**config.mk**
```make
export PLATFORM = sky130hd
export DESIGN_NAME = bitc_selftest
export DESIGN_NICKNAME = d
export VERILOG_FILES = /design/src/rtl/bitc_pkg.sv /design/src/rtl/bitc_golden.sv /design/src/rtl/bitc_selftest.sv
export SDC_FILE = /design/constraint.sdc
export NUM_CORES = 1
export LEC_CHECK = 0
export CELL_PAD_IN_SITES_DETAIL_PLACEMENT = 0
export CELL_PAD_IN_SITES_GLOBAL_PLACEMENT = 1
export CORE_MARGIN = 2
export CORE_UTILIZATION = 38
export DETAILED_ROUTE_END_ITERATION = 7
export PLACE_DENSITY = 0.81
export SLEW_MARGIN = 20
export SYNTH_ARGS = -nofsm -noshare
export SYNTH_HDL_FRONTEND = slang
export SYNTH_SLANG_ARGS = --single-unit
```
**constraint.sdc**
```tcl
create_clock -name clk -period 4.39 [get_ports clk]
set_clock_uncertainty 0.2 [all_clocks]
set_input_delay 0.878 -clock clk [delete_from_list [all_inputs] [get_ports clk]]
set_output_delay 0.878 -clock clk [all_outputs]
set_load 0.01 [all_outputs]
```
**src/rtl/bitc_pkg.sv**
```systemverilog
// Shared types, response encodings and golden model for the 2-bit comparator self-test.
package bitc_pkg;

  typedef enum logic [1:0] {
    ST_IDLE   = 2'd0,
    ST_SETTLE = 2'd1,
    ST_CHECK  = 2'd2,
    ST_DONE   = 2'd3
  } state_e;

  // {e,f,g} = {A>B, A==B, A<B}
  localparam logic [2:0] CMP_GT = 3'b100;
  localparam logic [2:0] CMP_EQ = 3'b010;
  localparam logic [2:0] CMP_LT = 3'b001;

  // idx = {a,b,c,d}; A = idx[3:2], B = idx[1:0], both unsigned.
  function automatic logic [2:0] cmp_expect(input logic [3:0] idx);
    logic [1:0] op_a;
    logic [1:0] op_b;
    op_a = idx[3:2];
    op_b = idx[1:0];
    if (op_a > op_b)       cmp_expect = CMP_GT;
    else if (op_a == op_b) cmp_expect = CMP_EQ;
    else                   cmp_expect = CMP_LT;
  endfunction

endpackage

```
**src/rtl/bitc_golden.sv**
```systemverilog
// Combinational reference: vector index to the expected comparator response {e,f,g}.
module bitc_golden
  import bitc_pkg::*;
(
  input  logic [3:0] idx_i,
  output logic [2:0] resp_o
);

  assign resp_o = cmp_expect(idx_i);

endmodule

```
**src/rtl/bitc_selftest.sv**
```systemverilog
// Built-in self-test for the 2-bit comparator: sweeps all 16 operand pairs, checks
// each response against the golden model, counts mismatches and keeps the first one.
module bitc_selftest
  import bitc_pkg::*;
#(
  parameter int unsigned SETTLE_CYCLES = 2,
  parameter int unsigned ERR_W         = 5
) (
  input  logic             clk,
  input  logic             rst,
  input  logic             start,
  output logic             a,
  output logic             b,
  output logic             c,
  output logic             d,
  input  logic             e,
  input  logic             f,
  input  logic             g,
  output logic             busy,
  output logic             done,
  output logic             pass,
  output logic [ERR_W-1:0] err_count,
  output logic [3:0]       first_fail,
  output logic             fail_seen,
  output state_e           dbg_state
);

  localparam int unsigned CNT_W = (SETTLE_CYCLES > 1) ? $clog2(SETTLE_CYCLES) : 1;
  localparam logic [CNT_W-1:0] CNT_LAST = CNT_W'(SETTLE_CYCLES - 1);

  state_e           state_q, state_d;
  logic [CNT_W-1:0] cnt_q, cnt_d;
  logic [3:0]       idx_q, idx_d;
  logic [ERR_W-1:0] err_q, err_d;
  logic [3:0]       ff_q, ff_d;
  logic             fs_q, fs_d;
  logic [2:0]       exp_resp;
  logic [2:0]       dut_resp;

  bitc_golden u_golden (
    .idx_i  (idx_q),
    .resp_o (exp_resp)
  );

  assign dut_resp = {e, f, g};

  always_ff @(posedge clk) begin
    if (rst) begin
      state_q <= ST_IDLE;
      cnt_q   <= '0;
      idx_q   <= '0;
      err_q   <= '0;
      ff_q    <= '0;
      fs_q    <= 1'b0;
    end else begin
      state_q <= state_d;
      cnt_q   <= cnt_d;
      idx_q   <= idx_d;
      err_q   <= err_d;
      ff_q    <= ff_d;
      fs_q    <= fs_d;
    end
  end

  // start is a level, looked at only in IDLE/DONE; busy/done are the only replies.
  always_comb begin
    state_d = state_q;
    cnt_d   = cnt_q;
    idx_d   = idx_q;
    err_d   = err_q;
    ff_d    = ff_q;
    fs_d    = fs_q;
    case (state_q)
      ST_IDLE, ST_DONE: begin
        if (start) begin
          state_d = ST_SETTLE;
          cnt_d   = '0;
          idx_d   = '0;
          err_d   = '0;
          ff_d    = '0;
          fs_d    = 1'b0;
        end
      end
      ST_SETTLE: begin
        if (cnt_q == CNT_LAST) begin
          cnt_d   = '0;
          state_d = ST_CHECK;
        end else begin
          cnt_d = cnt_q + 1'b1;
        end
      end
      ST_CHECK: begin
        // Exact 3-bit compare so non-one-hot or all-zero responses count as failures.
        if (dut_resp != exp_resp) begin
          err_d = err_q + ERR_W'(1);
          if (!fs_q) begin
            ff_d = idx_q;
            fs_d = 1'b1;
          end
        end
        if (idx_q == 4'hF) begin
          state_d = ST_DONE;
        end else begin
          idx_d   = idx_q + 4'd1;
          state_d = ST_SETTLE;
        end
      end
      default: state_d = ST_IDLE;
    endcase
  end

  // idx_q is held at 0 in IDLE and at 1111 in DONE, so it drives the operands directly.
  assign {a, b, c, d} = idx_q;
  assign busy         = (state_q == ST_SETTLE) || (state_q == ST_CHECK);
  assign done         = (state_q == ST_DONE);
  assign pass         = done && (err_q == '0);
  assign err_count    = err_q;
  assign first_fail   = ff_q;
  assign fail_seen    = fs_q;
  assign dbg_state    = state_q;

endmodule

```
==> results of run 1 <==
==> synthesized netlist by cell type (3+ instances only) <==
cell type	instances
dfxtp_1	17
nand2_1	11
inv_1	10
ha_1	9
nor2_1	9
a21oi_1	7
clkbuf_1	6
nand3_1	6
a31oi_1	5
nand2b_1	5
a211oi_1	4
nand4_1	4
nor2b_1	4
a22oi_1	3
mux2i_1	3
o211ai_1	3
o21ai_0	3
==> kinds of logic after synthesis <==
kind of cell / count (synthesis) / synth area share (%)
muxes: 5 / 4.95
and+or+nand+nor: 46 / 22.5
DFF: 17 / 32.0
buffers and inverters: 17 / 6.71
adders and majority gates: 9 / 10.6
AOI/OAI and AO/OA: 34 / 22.4
xor gates and xnor gates: 1 / 0.825
==> through the flow <==
step | utilization, % | hold slack [ns]
2_1_floorplan | - | 0.289
3_3_place_gp | 48.5 | 0.273
3_5_place_dp | 48.5 | 0.283
4_1_cts | 49.5 | 0.299
5_1_grt | 49.5 | 0.329
6_report | 49.5 | 0.294
==> registers in the layout, summed over array words and instances, names as in the netlist <==
register	count
idx_q	4
err_count	5
dbg_state	2
fail_seen	1
first_fail	4
cnt_q	1
==> worst max-delay path, cell delays in order (launching register included) <==
cell and delay [ns]:
dfxtp_1 0.44, inv_1 0.07, ha_1 0.41, inv_1 0.08, clkdlybuf4s50_1 0.53
==> metal layers <==
layer	part of all wire [%]	vias up	track usage (%)
li1	-	514	-
met1	46	476	21.2
met2	47	35	27.1
met3	5.8	2	2.76
met4	0.92	0	4.98
met5	0	-	0
==> worst max path at each step <==
| stage | from | slack [ns] | cells after the start | endpoint |
|---|---|---|---|---|
| 2_1_floorplan | e | 1.91 | 6 | first_fail[0] |
| 3_3_place_gp | e | 1.26 | 6 | err_count[1] |
| 3_5_place_dp | e | 1.20 | 6 | err_count[1] |
| 4_1_cts | dbg_state[0] | 1.48 | 4 | busy |
| 5_1_grt | e | 1.41 | 6 | err_count[0] |
| 6_report | dbg_state[0] | 1.50 | 4 | busy |
==> cell type report <==
class	count	area, sq um	area share (%)
repair buffers	25	248	18.5
flip-flops and latches	17	340	25.3
multi-input cells	95	651	48.5
clock inverters	1	5.00	0.373
clock buffers	3	22.5	1.68
well taps	31	38.8	2.89
inverters	10	37.5	2.80
==> power breakdown <==
part	switching, mW	internal [mW]
registers	0.00557	0.159
logic	0.0427	0.0347
clock network	0.0516	0.0338
total	0.0998	0.227
==> flow_summary.toml, run 1 <==
[logic_synthesis]
synth.distinct_cells = 33
ys_seq_area_share_pct = 32.0
yosysTopAreaCell = "dfxtp_1"
synthFlopType = "dfxtp_1"
syn_inst = 129
yosys.area.top_type_share_pct = 32.0
syn_area_sq_mm = 0.00106
synth.area.top_cells = "dfxtp_1 (32%), ha_1 (11%), nand2_1 (3.9%)"
synth-edff-count = 0
ys.warnings.count = 0
ys_ff_latch = 17
async_flop_share_pct = 0
synth.avg_cell_area_sq_um = 8.23
synth.net_count = 144

[sta]
setup_viol = 0
timing_hold_violations_final = 0
timing.final.ws_setup_ns = 1.50
post-route-period-util_pct = 65.9
fmax_mhz = 346
finalMaxSlewViolations = 0
tightest_slew_ns = 0.750
rsz0062_at_grt = "false"
max-slew-margin-rel_pct = 49.9
fin_crit_ns = 2.89
tns_ns = 0

[global_route]
grt_overflow = 0
grt_pass1_vias = 920
antenna_found_initial = 0
grtUsageTotal_pct = 16.2
grt_pass1_wl_mm = 4.22
grt_start_max_net_pins = 21

[routing]
drt_iter0_drc = 43
drc = 0
routedWlPerCell_um = 13.8
drt-total-wl_mm = 2.51
drt_pass1_iterations = 4
vias_per_cell = 5.64
drtAntennaViolNets = 0
via_count = 1027

[floorplanning]
die-area_sq_mm = 0.00323
core_sq_mm = 0.00271
initial_core_util_pct = 39.2
std_cell_rows = 19
fp.dieH_um = 56.9
die_x_um = 56.9
ios = 25

[cells_and_area]
stdcell_area_sq_mm = 0.00134
stdcell_count = 182
fillers = 280
diodes = 0
area_growth_pct = 26.4
layout_common_cells = "clkdlybuf4s50_1 (24), dfxtp_1 (17), nand2_1 (11)"
final_common_cell = "clkdlybuf4s50_1"
final_nets = 167
drive_above_1_share_pct = 5.30

[min_path]
min_path_type = "reg2reg"
min_delay_path_depth = 2
whs_endpoint = "first_fail[1]"
hp-start = "first_fail[1]"

[clock_network]
cts_root_buf = "clkbuf_4"
clock_latency_ns = 0.29
cts.sinks = 17
cts.repair.resized = 0
cts_setup_buffers = 0
cts-htree-levels = 1
clockBufferDepth = 2
cts_buffers = 3
ctsHoldBuffers = 0
tritoncts = "done"
path_clk_slew_ns = 0.10

[place]
place_area_sq_mm = 0.00132
portBuffers = 24
dp_hpwl_mm = 1.80
place_congestion = 0.808
pre_cts_ws_ns = 1.20
dp.cells = 178

[setup_path]
regToRegSetupSlack_ns = 1.68
critPathLaunchType = "flip-flop"
end_kind = "output pin"
crit_fanout = 7
critPathRequiredTime_ns = 3.31
cp.arrival_ns = 1.82
rr_worst_depth = 7
timing.rr.start = "idx_q[2]"
crit_type = "reg2out"
r2r_end = "err_count[0]"

[pwr]
p_leak_nw = 0.482
power_uw = 327
power_density_mw_per_mm2 = 244
ir_drop_v = 0.000134

[job]
max_cap_viol_count = 0

[status]
status = "completed"
Power figures use the tool's default switching activity.
==> run 2, diff against run 1 <==
--- a/config.mk
+++ b/config.mk
@@ -8,9 +8,9 @@
 export CELL_PAD_IN_SITES_DETAIL_PLACEMENT = 0
 export CELL_PAD_IN_SITES_GLOBAL_PLACEMENT = 1
 export CORE_MARGIN = 2
-export CORE_UTILIZATION = 38
+export CORE_UTILIZATION = 32
 export DETAILED_ROUTE_END_ITERATION = 7
-export PLACE_DENSITY = 0.81
+export PLACE_DENSITY = 0.72
 export SLEW_MARGIN = 20
 export SYNTH_ARGS = -nofsm -noshare
 export SYNTH_HDL_FRONTEND = slang
==> constraint.sdc (replaced) <==
create_clock -name clk -period 2.35 [get_ports clk]
set_clock_uncertainty 0.2 [all_clocks]
set_input_delay 0.47 -clock clk [delete_from_list [all_inputs] [get_ports clk]]
set_output_delay 0.47 -clock clk [all_outputs]
set_load 0.01 [all_outputs]
==> run 2 against run 1 <==
Routed wire length increased by 1.7%; die area increased by 17%; clock power increased by 91%; register-to-register slack got worse by 1.6 ns; global-route usage decreased by 1.1 points; worst setup slack got worse by 1.4 ns; sequential power increased by 87%; final cell count increased by 15%; cell area increased by 12%; critical path depth increased by 2; clock-buffer cell count increased by 1; worst hold slack got worse by 0.0038 ns; highest routed layer unchanged.
==> flow_summary.toml, run 2 (synthesis gave the netlist of run 1 again) <==
[status]
status = "completed"

[global_route]
grt_start_max_net_pins = 19
grt_overflow = 0
antenna_found_initial = 0
grt_pass1_wl_mm = 4.23
grt_pass1_vias = 930
grtUsageTotal_pct = 15.1

[cells_and_area]
layout_common_cells = "clkdlybuf4s50_1 (22), buf_4 (16), dfxtp_1 (14)"
stdcell_area_sq_mm = 0.00150
post-route-util_pct = 48.4
stdcell_count = 210
drive_above_1_share_pct = 16.9
multi_input_area_sq_um = 672
final_nets = 182
fillers = 322
ff_latch_area_sq_um = 349
diodes = 0
area_growth_pct = 41.3
largest_reg_flops = 5
final_common_cell = "clkdlybuf4s50_1"

[sta]
timing_hold_violations_final = 0
setup_viol = 0
timing.final.ws_setup_ns = 0.0916
fmax_mhz = 443
finalMaxSlewViolations = 0
tightest_slew_ns = 0.575
fin_crit_ns = 2.26
max-slew-margin-rel_pct = 60.6
rsz0062_at_grt = "false"
post-route-period-util_pct = 96.1

[routing]
vias_per_cell = 4.92
drc = 0
via_count = 1034
met2_length_mm = 1.19
dr.max_layer_used = "met4"
routedWlPerCell_um = 12.2
drt-total-wl_mm = 2.55
wl_met3_um = 84
drt-met1-wl_mm = 1.23
drt_iter0_drc = 34
drt_pass1_iterations = 4
drtAntennaViolNets = 0

[place]
pre_cts_ws_ns = -0.290
place_area_sq_mm = 0.00146
place_congestion = 0.763
dp.cells = 206
portBuffers = 24
dp_hpwl_mm = 2.01

[clock_network]
tritoncts = "done"
cts_setup_buffers = 0
cts.sinks = 17
cts_root_buf = "clkbuf_4"
cts_buffers = 3
clock_latency_ns = 0.30
cts-htree-levels = 1
ctsHoldBuffers = 0
clockBufferDepth = 2
path_clk_slew_ns = 0.11

[floorplanning]
std_cell_rows = 20
core_sq_mm = 0.00310
die-area_sq_mm = 0.00380
initial_core_util_pct = 34.2
fp.dieH_um = 61.6
ios = 25
die_x_um = 61.6

[setup_path]
critPathRequiredTime_ns = 2.36
crit_fanout = 7
rr_worst_depth = 7
cp.arrival_ns = 2.27
critPathLaunchType = "input port"
slowest_stage = "clkdlybuf4s50_1"
crit_type = "in2reg"
end_kind = "flip-flop"
path_cells = "clkdlybuf4s50_1, or3b_1, a211o_1, a31o_4, a21o_1, o32ai_2"
critPathBufInv = 1
path_delay_family = "compound AO/OA/AOI/OAI gates"
critical_path.max_stage_delay_ns = 0.48
cp_num_cells = 6

[pwr]
ir_drop_v = 0.000242
p_leak_nw = 0.576
power_density_mw_per_mm2 = 420

[min_path]
min_path_type = "reg2reg"
min_delay_path_depth = 2

[job]
max_cap_viol_count = 0
run 2: layout make-up:
class                   instances  area share (%)
flip-flops and latches         17            23.3
well taps                      44            3.67
inverters                      10            2.50
repair buffers                 40            24.1
clock buffers                   4            1.75
multi-input cells              95            44.7
run 2: worst paths after layout:
| kind | slack [ns] | from | end |
|---|---|---|---|
| max | 0.09 | e | first_fail[0] |
| min reg2reg | 0.29 | first_fail[3] | first_fail[3] |
| max reg2reg | 0.09 | idx_q[2] | first_fail[0] |
| min | 0.29 | first_fail[3] | first_fail[3] |
run 2: timing repair:
action / in CTS / in global routing
endpoints found under the setup margin: 3 / 5
gates resized for setup: 4 / 3
endpoints found under the hold margin: 0 / 0
pin swaps: 0 / 4
run 2: tightest hold or removal path, stage by stage, from the launching register on:
cell and delay, ns:
dfxtp_1 0.34, nand2_1 0.06, a31oi_1 0.06
run 2: per-layer routing:
metal / GRT usage, % / vias to the layer above
met5: 0 / -
met4: 6.69 / 0
met3: 1.89 / 4
met2: 23.8 / 26
met1: 20.5 / 464
li1: - / 540
run 2: power by group:
part	internal, mW	switching [mW]
Sequential	0.297	0.00950
Combinational	0.0793	0.0814
Clock	0.0661	0.0971
run 2: stage by stage:
| step | hold slack (ns) | total power, mW | setup TNS (ns) |
|---|---|---|---|
| 6_report | 0.290 | 0.630 | 0 |
| 5_1_grt | 0.326 | 0.665 | 0 |
| 4_1_cts | 0.283 | 0.631 | 0 |
| 3_3_place_gp | 0.264 | 0.470 | -1.59 |
| 2_1_floorplan | 0.289 | 0.405 | 0 |
| 3_5_place_dp | 0.267 | 0.472 | -2.03 |
